### config.mk
export PLATFORM = sky130hd
export DESIGN_NAME = pyc_credit_tx
export DESIGN_NICKNAME = d
export VERILOG_FILES = /design/src/rtl/pyc_credit_tx.sv
export SDC_FILE = /design/constraint.sdc
export NUM_CORES = 1
export LEC_CHECK = 0
export ABC_AREA = 1
export CAP_MARGIN = 30
export CORE_AREA = 5 5 42 44
export CTS_BUF_LIST = sky130_fd_sc_hd__clkbuf_4 sky130_fd_sc_hd__clkbuf_8 sky130_fd_sc_hd__clkbuf_16
export DETAILED_ROUTE_END_ITERATION = 10
export DIE_AREA = 0 0 47 49
export PLACE_DENSITY = 0.46
export SETUP_SLACK_MARGIN = 0.02
export SLEW_MARGIN = 20
export SYNTH_ARGS = -nofsm -noshare
export SYNTH_HDL_FRONTEND = slang
export SYNTH_SLANG_ARGS = --single-unit
export TNS_END_PERCENT = 20
### constraint.sdc
create_clock -name clk -period 2.2 [get_ports clk]
set_clock_uncertainty 0.15 [all_clocks]
set_input_delay 0.22 -clock clk [delete_from_list [all_inputs] [get_ports clk]]
set_output_delay 0.22 -clock clk [all_outputs]
set_load 0.02 [all_outputs]
### src/rtl/pyc_credit_tx.sv
// pyc_credit_tx: credit-gated ready/valid to tx-pulse bridge for a remote fifo with no backpressure.
// Define PYC_CREDIT_TX_ERR_EN to get a sticky credit-overflow flag on err.
module pyc_credit_tx #(
    parameter int WIDTH = 1,
    parameter int CREDITS = 2,
    localparam int CNT_W = ($clog2(CREDITS + 1) < 1) ? 1 : $clog2(CREDITS + 1)
) (
    input  logic             clk,
    input  logic             rst,
    input  logic             in_valid,
    output logic             in_ready,
    input  logic [WIDTH-1:0] in_data,
    output logic             tx_valid,
    output logic [WIDTH-1:0] tx_data,
    input  logic             credit_return,
    output logic [CNT_W-1:0] credit_count,
    output logic             idle,
    output logic             err
);
    localparam logic [CNT_W:0] FULL = (CNT_W + 1)'(CREDITS);
    logic [CNT_W-1:0] cnt_q, cnt_d;
    logic             tx_valid_q;
    logic [WIDTH-1:0] tx_data_q;
    logic             accept, overflow;
    logic [CNT_W:0]   sum;
    assign in_ready = cnt_q != '0;
    assign accept   = in_valid && in_ready;
    // one extra bit so a return at a full counter is visible as sum > FULL
    assign sum      = {1'b0, cnt_q} - (CNT_W + 1)'(accept) + (CNT_W + 1)'(credit_return);
    assign overflow = sum > FULL;
    assign cnt_d    = overflow ? FULL[CNT_W-1:0] : sum[CNT_W-1:0];
    always_ff @(posedge clk) begin
        if (rst) begin
            cnt_q      <= FULL[CNT_W-1:0];
            tx_valid_q <= 1'b0;
            tx_data_q  <= '0;
        end else begin
            cnt_q      <= cnt_d;
            tx_valid_q <= accept;
            if (accept) tx_data_q <= in_data;
        end
    end
    assign tx_valid     = tx_valid_q;
    assign tx_data      = tx_data_q;
    assign credit_count = cnt_q;
    assign idle         = (cnt_q == FULL[CNT_W-1:0]) && !tx_valid_q;
`ifdef PYC_CREDIT_TX_ERR_EN
    logic err_q;
    always_ff @(posedge clk) begin
        if (rst) err_q <= 1'b0;
        else if (overflow) err_q <= 1'b1;
    end
    assign err = err_q;
`ifndef SYNTHESIS
    always_ff @(posedge clk) begin
        if (!rst && overflow) $display("pyc_credit_tx: credit overflow, credit dropped at %0t", $time);
    end
`endif
`else
    assign err = 1'b0;
`endif
endmodule

# Word level (Yosys, flattened, before mapping)
# Index checks and enable logic that the tools add are counted.
[totals]
out_inout_bits = 7
regBits = 4
word_cells = 12
[op_classes]
n_lt_le_gt_ge = 1
n_eq_ne = 1
n_reduce_logical = 5
add_sub_neg = 2
[ops]
columns = ["cell", "count"]
rows = [
  ["adder 3 x 1 -> 3 bit", 1],
  ["greater-than comparator 3 x 2 -> 1 bit (second input constant)", 1],
  ["subtractor 2 x 1 -> 3 bit", 1],
  ["equality test 2 bit (second input constant)", 1],
  ["logical AND 1 bit", 2],
  ["nonzero test 2 bit", 1],
  ["OR reduction 2 bit", 1],
  ["zero test 1 bit", 1],
]

# Logic depth before layout (Yosys ltp)
[depth]
word_depth = 6
ltp_mapped = 11
ltp_nobuf = 11

# Worst setup path after synthesis
# No wires, ideal clock.
[synth_path]
path_kind = "register to register"
from = "register cnt_q[0], in the netlist credit_count[0]"
to = "register cnt_q[1], in the netlist credit_count[1]"
slack_ns = 0.187
stages_incl_launch_ff = 9
n_path_buf = 0
setup_time_ns = 0.123
t_arrival_ns = 1.740
synth_period_minus_slack_ns = 2.013
required_time_ns = 1.927
path_cell_list = "dfxtp_1 nor2_1 nor2_2 ha_1 inv_1 ha_1 fa_1 a21oi_1 nand3b_1"
[synth_between]
elab_chain_cells = 6
[synth_rtl]
columns = ["element", "line_no", "rtl"]
rows = [
  ["start: declaration", "21", "logic [CNT_W-1:0] cnt_q, cnt_d;"],
  ["start signal: assignment", "34", "cnt_q <= FULL[CNT_W-1:0];"],
  ["start signal: assignment", "38", "cnt_q <= cnt_d;"],
  ["nonzero test 2 bit *", "26", "assign in_ready = cnt_q != '0;"],
  ["logical AND 1 bit *", "27", "assign accept = in_valid && in_ready;"],
  ["via accept", "24", "logic accept, overflow;"],
  ["subtractor 2 x 1 -> 3 bit *", "29", "assign sum = {1'b0, cnt_q} - (CNT_W + 1)'(accept) + (CNT_W + 1)'(credit_return);"],
  ["adder 3 x 1 -> 3 bit *", "29", ""],
  ["via sum[1]", "25", "logic [CNT_W:0] sum;"],
  ["greater-than comparator 3 x 2 -> 1 bit", "30", "assign overflow = sum > FULL;"],
  ["OR reduction 2 bit (no line)", "--", ""],
]
# Mark *: on every way through the listed nets, which the timed path passes. The rest lies on a longest branch.
# A chain may end at the register's enable or synchronous reset.

# Worst setup path after layout
# Same ends and word-level chain as after synthesis.

==> results.ini <==
[die]
core_region_area_mm2=0.001401
dieHeight_um=49
start_util=0.1723
rows=14
ios=12
die_w_um=47
dieArea_mm2=0.002303

[global_routing]
grt_pass1_vias=220
grt_pass1_wl_um=883
grt_max_degree=6
gr-usage-all-layers=0.05642
overflow=0
antenna_found_initial=0

[power_and_ir_drop]
p_leak_nw=0.2098
p_comb_frac=0.533
swShare=0.3712
p_clk_frac=0.207
ir_drop_uv=306.9
p_seq_frac=0.260
power_density_mw_per_mm2=1009
p_sw_mw=0.1532
p_int_mw=0.2595

[worst_setup_path]
reg2reg_from=credit_count[0]
worst-path-max-fanout=4
crit_chain=nor2_4 -> nor2_2 -> ha_1 -> inv_1 -> ha_2 -> fa_1 -> a21oi_2 -> nand3b_1
reg2reg_slack_ps=190
r2r_cells=8
crit_arrival_ps=1960
crit_cells=8
cp_num_buf_inv=1
end_kind=register
startpoint_type=register
worstSetupPathType=reg2reg
r2r-end=credit_count[1]
crit_slowest_cell=fa_1
required_ps=2150
critPathTopFamily=adder cells
max_stage_delay_ps=450

[hold_path]
min_to=tx_valid
holdPathStages=3
min_from=in_valid
hp-class=in2reg

[placed_design]
hpwl_um=446.1
port_buffers=10
place.gp.congestion=0.6300
dp.cells=60

[final_layout]
regArea_um2=81.33
syn_to_final_growth_pct=69.43
antenna_cells=0
final_nets=58
multiInputGateArea_um2=133.9
final_cells=64
nFillCells=169
drive_gt1_frac=0.2292
utilization=0.2920

[cts]
clk_pin_slew_ps=30
clockBufferDepth=2
cts_buffers=3
h-tree-depth=1
clockRootBuffer=clkbuf_4
cts.sinks=4
clock_latency_ps=220
cts_tree=yes

[yosys]
ys_ff_latch=4
synth_top_area_share=0.3316
synth_area_leaders=dfxtp_1 33%, inv_1 14%, ha_1 10%, nor2_1 9.3%, fa_1 8.3%
yosysTopAreaCell=dfxtp_1
synthCells=34
ys_seq_area_frac=0.3316
syn_nets=42
synthDistinctLibCells=13
synth_area_per_cell_um2=7.102
yosys_warnings=0
synth_area_um2=241.5

[detailed_routing]
wl_per_cell_um=7.859
routed_wirelength_um=503
drtIter0Drc=2
drc_errors=0
vias_per_cell=3.484
vias=223
drtPass1Iterations=2
ant_nets=0

[timing]
rsz0062_at_grt=no
tns_ps=0
drv_slew=0
finalHoldViolCount=0
layout_min_cycle_time_ps=2012
period_share=0.9146
fmax_mhz=497.0
setup_viol=0

[run_status]
status=finished, final reports clean

[job]
maxCapViolCount=0

[cell usage in the layout (no fill, tap or decap), types with 2 or more instances in the layout]
cell type,count
nand2_1,4
clkdlybuf4s50_1,9
clkbuf_4,3
nor2_1,5
inv_1,8
nor3_1,2
buf_4,2
dfxtp_1,3
[registers in the layout, indices dropped and copies added, names as in the netlist]
name and flops:
tx_valid 1, tx_data 1, credit_count 2
[Yosys cell counts, drive strengths merged]
master and count:
a21oi 1, buf 1, conb 1, dfxtp 4, fa 1, ha 2
inv 9, nand2 4, nand3 1, nand3b 1, nor2 7, nor3 2
[power by group through the flow]
stage / sequential (mW) / clock (mW) / combinational, mW
after detailed placement: 0.103 / 0 / 0.204
final: 0.107 / 0.0853 / 0.220
after CTS: 0.102 / 0.0914 / 0.206
after global routing: 0.110 / 0.0966 / 0.250
after global placement: 0.104 / 0 / 0.207
after floorplan: 0.120 / 0 / 0.104
[worst max-delay path by stage]
stage / start / endpoint / slack (ps)
after CTS: in_valid / credit_count[1] / 130
after global routing: credit_count[0] / credit_count[1] / 20
final: credit_count[0] / credit_count[1] / 190
after global placement: in_valid / credit_count[0] / -80
after floorplan: credit_count[0] / credit_count[1] / 190
after detailed placement: in_valid / credit_count[1] / -100
[worst min-delay path: cells and delay by family]
kind	cells	cell delay (ps)
simple gates	1	50
buf+inv	2	200
[metrics by stage]
step                total power, mW  instance area, µm²  hold slack [ps]  worst slack [ps]
finish                       0.4127               409.1            141.4             188.0
CTS                          0.3996               384.1            338.3             127.8
global route                 0.4561               409.1            172.6             24.26
detailed placement           0.3072               361.6            330.2            -95.30
floorplan                    0.2248               241.5            149.3             187.4
global placement             0.3113               361.6            322.9            -81.72
[logic make-up after synthesis]
| logic type | after synthesis | share of synthesized area |
|---|---|---|
| fa+ha+maj | 3 | 0.1865 |
| simple gates | 15 | 0.2746 |
| buf+inv | 10 | 0.1710 |
| other cells | 1 | 0.01553 |
| compound gates | 1 | 0.02071 |
| flops | 4 | 0.3316 |
[routing by layer]
layer,GRT usage,routed length (µm),part of all wire,vias to the layer above
li1,-,-,-,126
met1,0.05960,212,0.42,95
met2,0.07692,272,0.54,2
met3,0.01476,18,0.036,0
met4,0.06912,0,0,0
met5,0,0,0,-
[cell type report]
type / instances / share of cell area
timing repair buffer: 12 / 0.2875
inverter: 9 / 0.08257
tap: 16 / 0.04893
clock buffer: 3 / 0.05505
multi-input combinational: 20 / 0.3272
sequential: 4 / 0.1988
[what timing repair did]
item / 4_1_cts / 5_1_grt
setup endpoints to repair: 0 / 2
hold buffers: 0 / 0
setup buffers: 0 / 1
gates resized for setup: 0 / 7
Note: power is estimated with default switching activity, not from simulation.
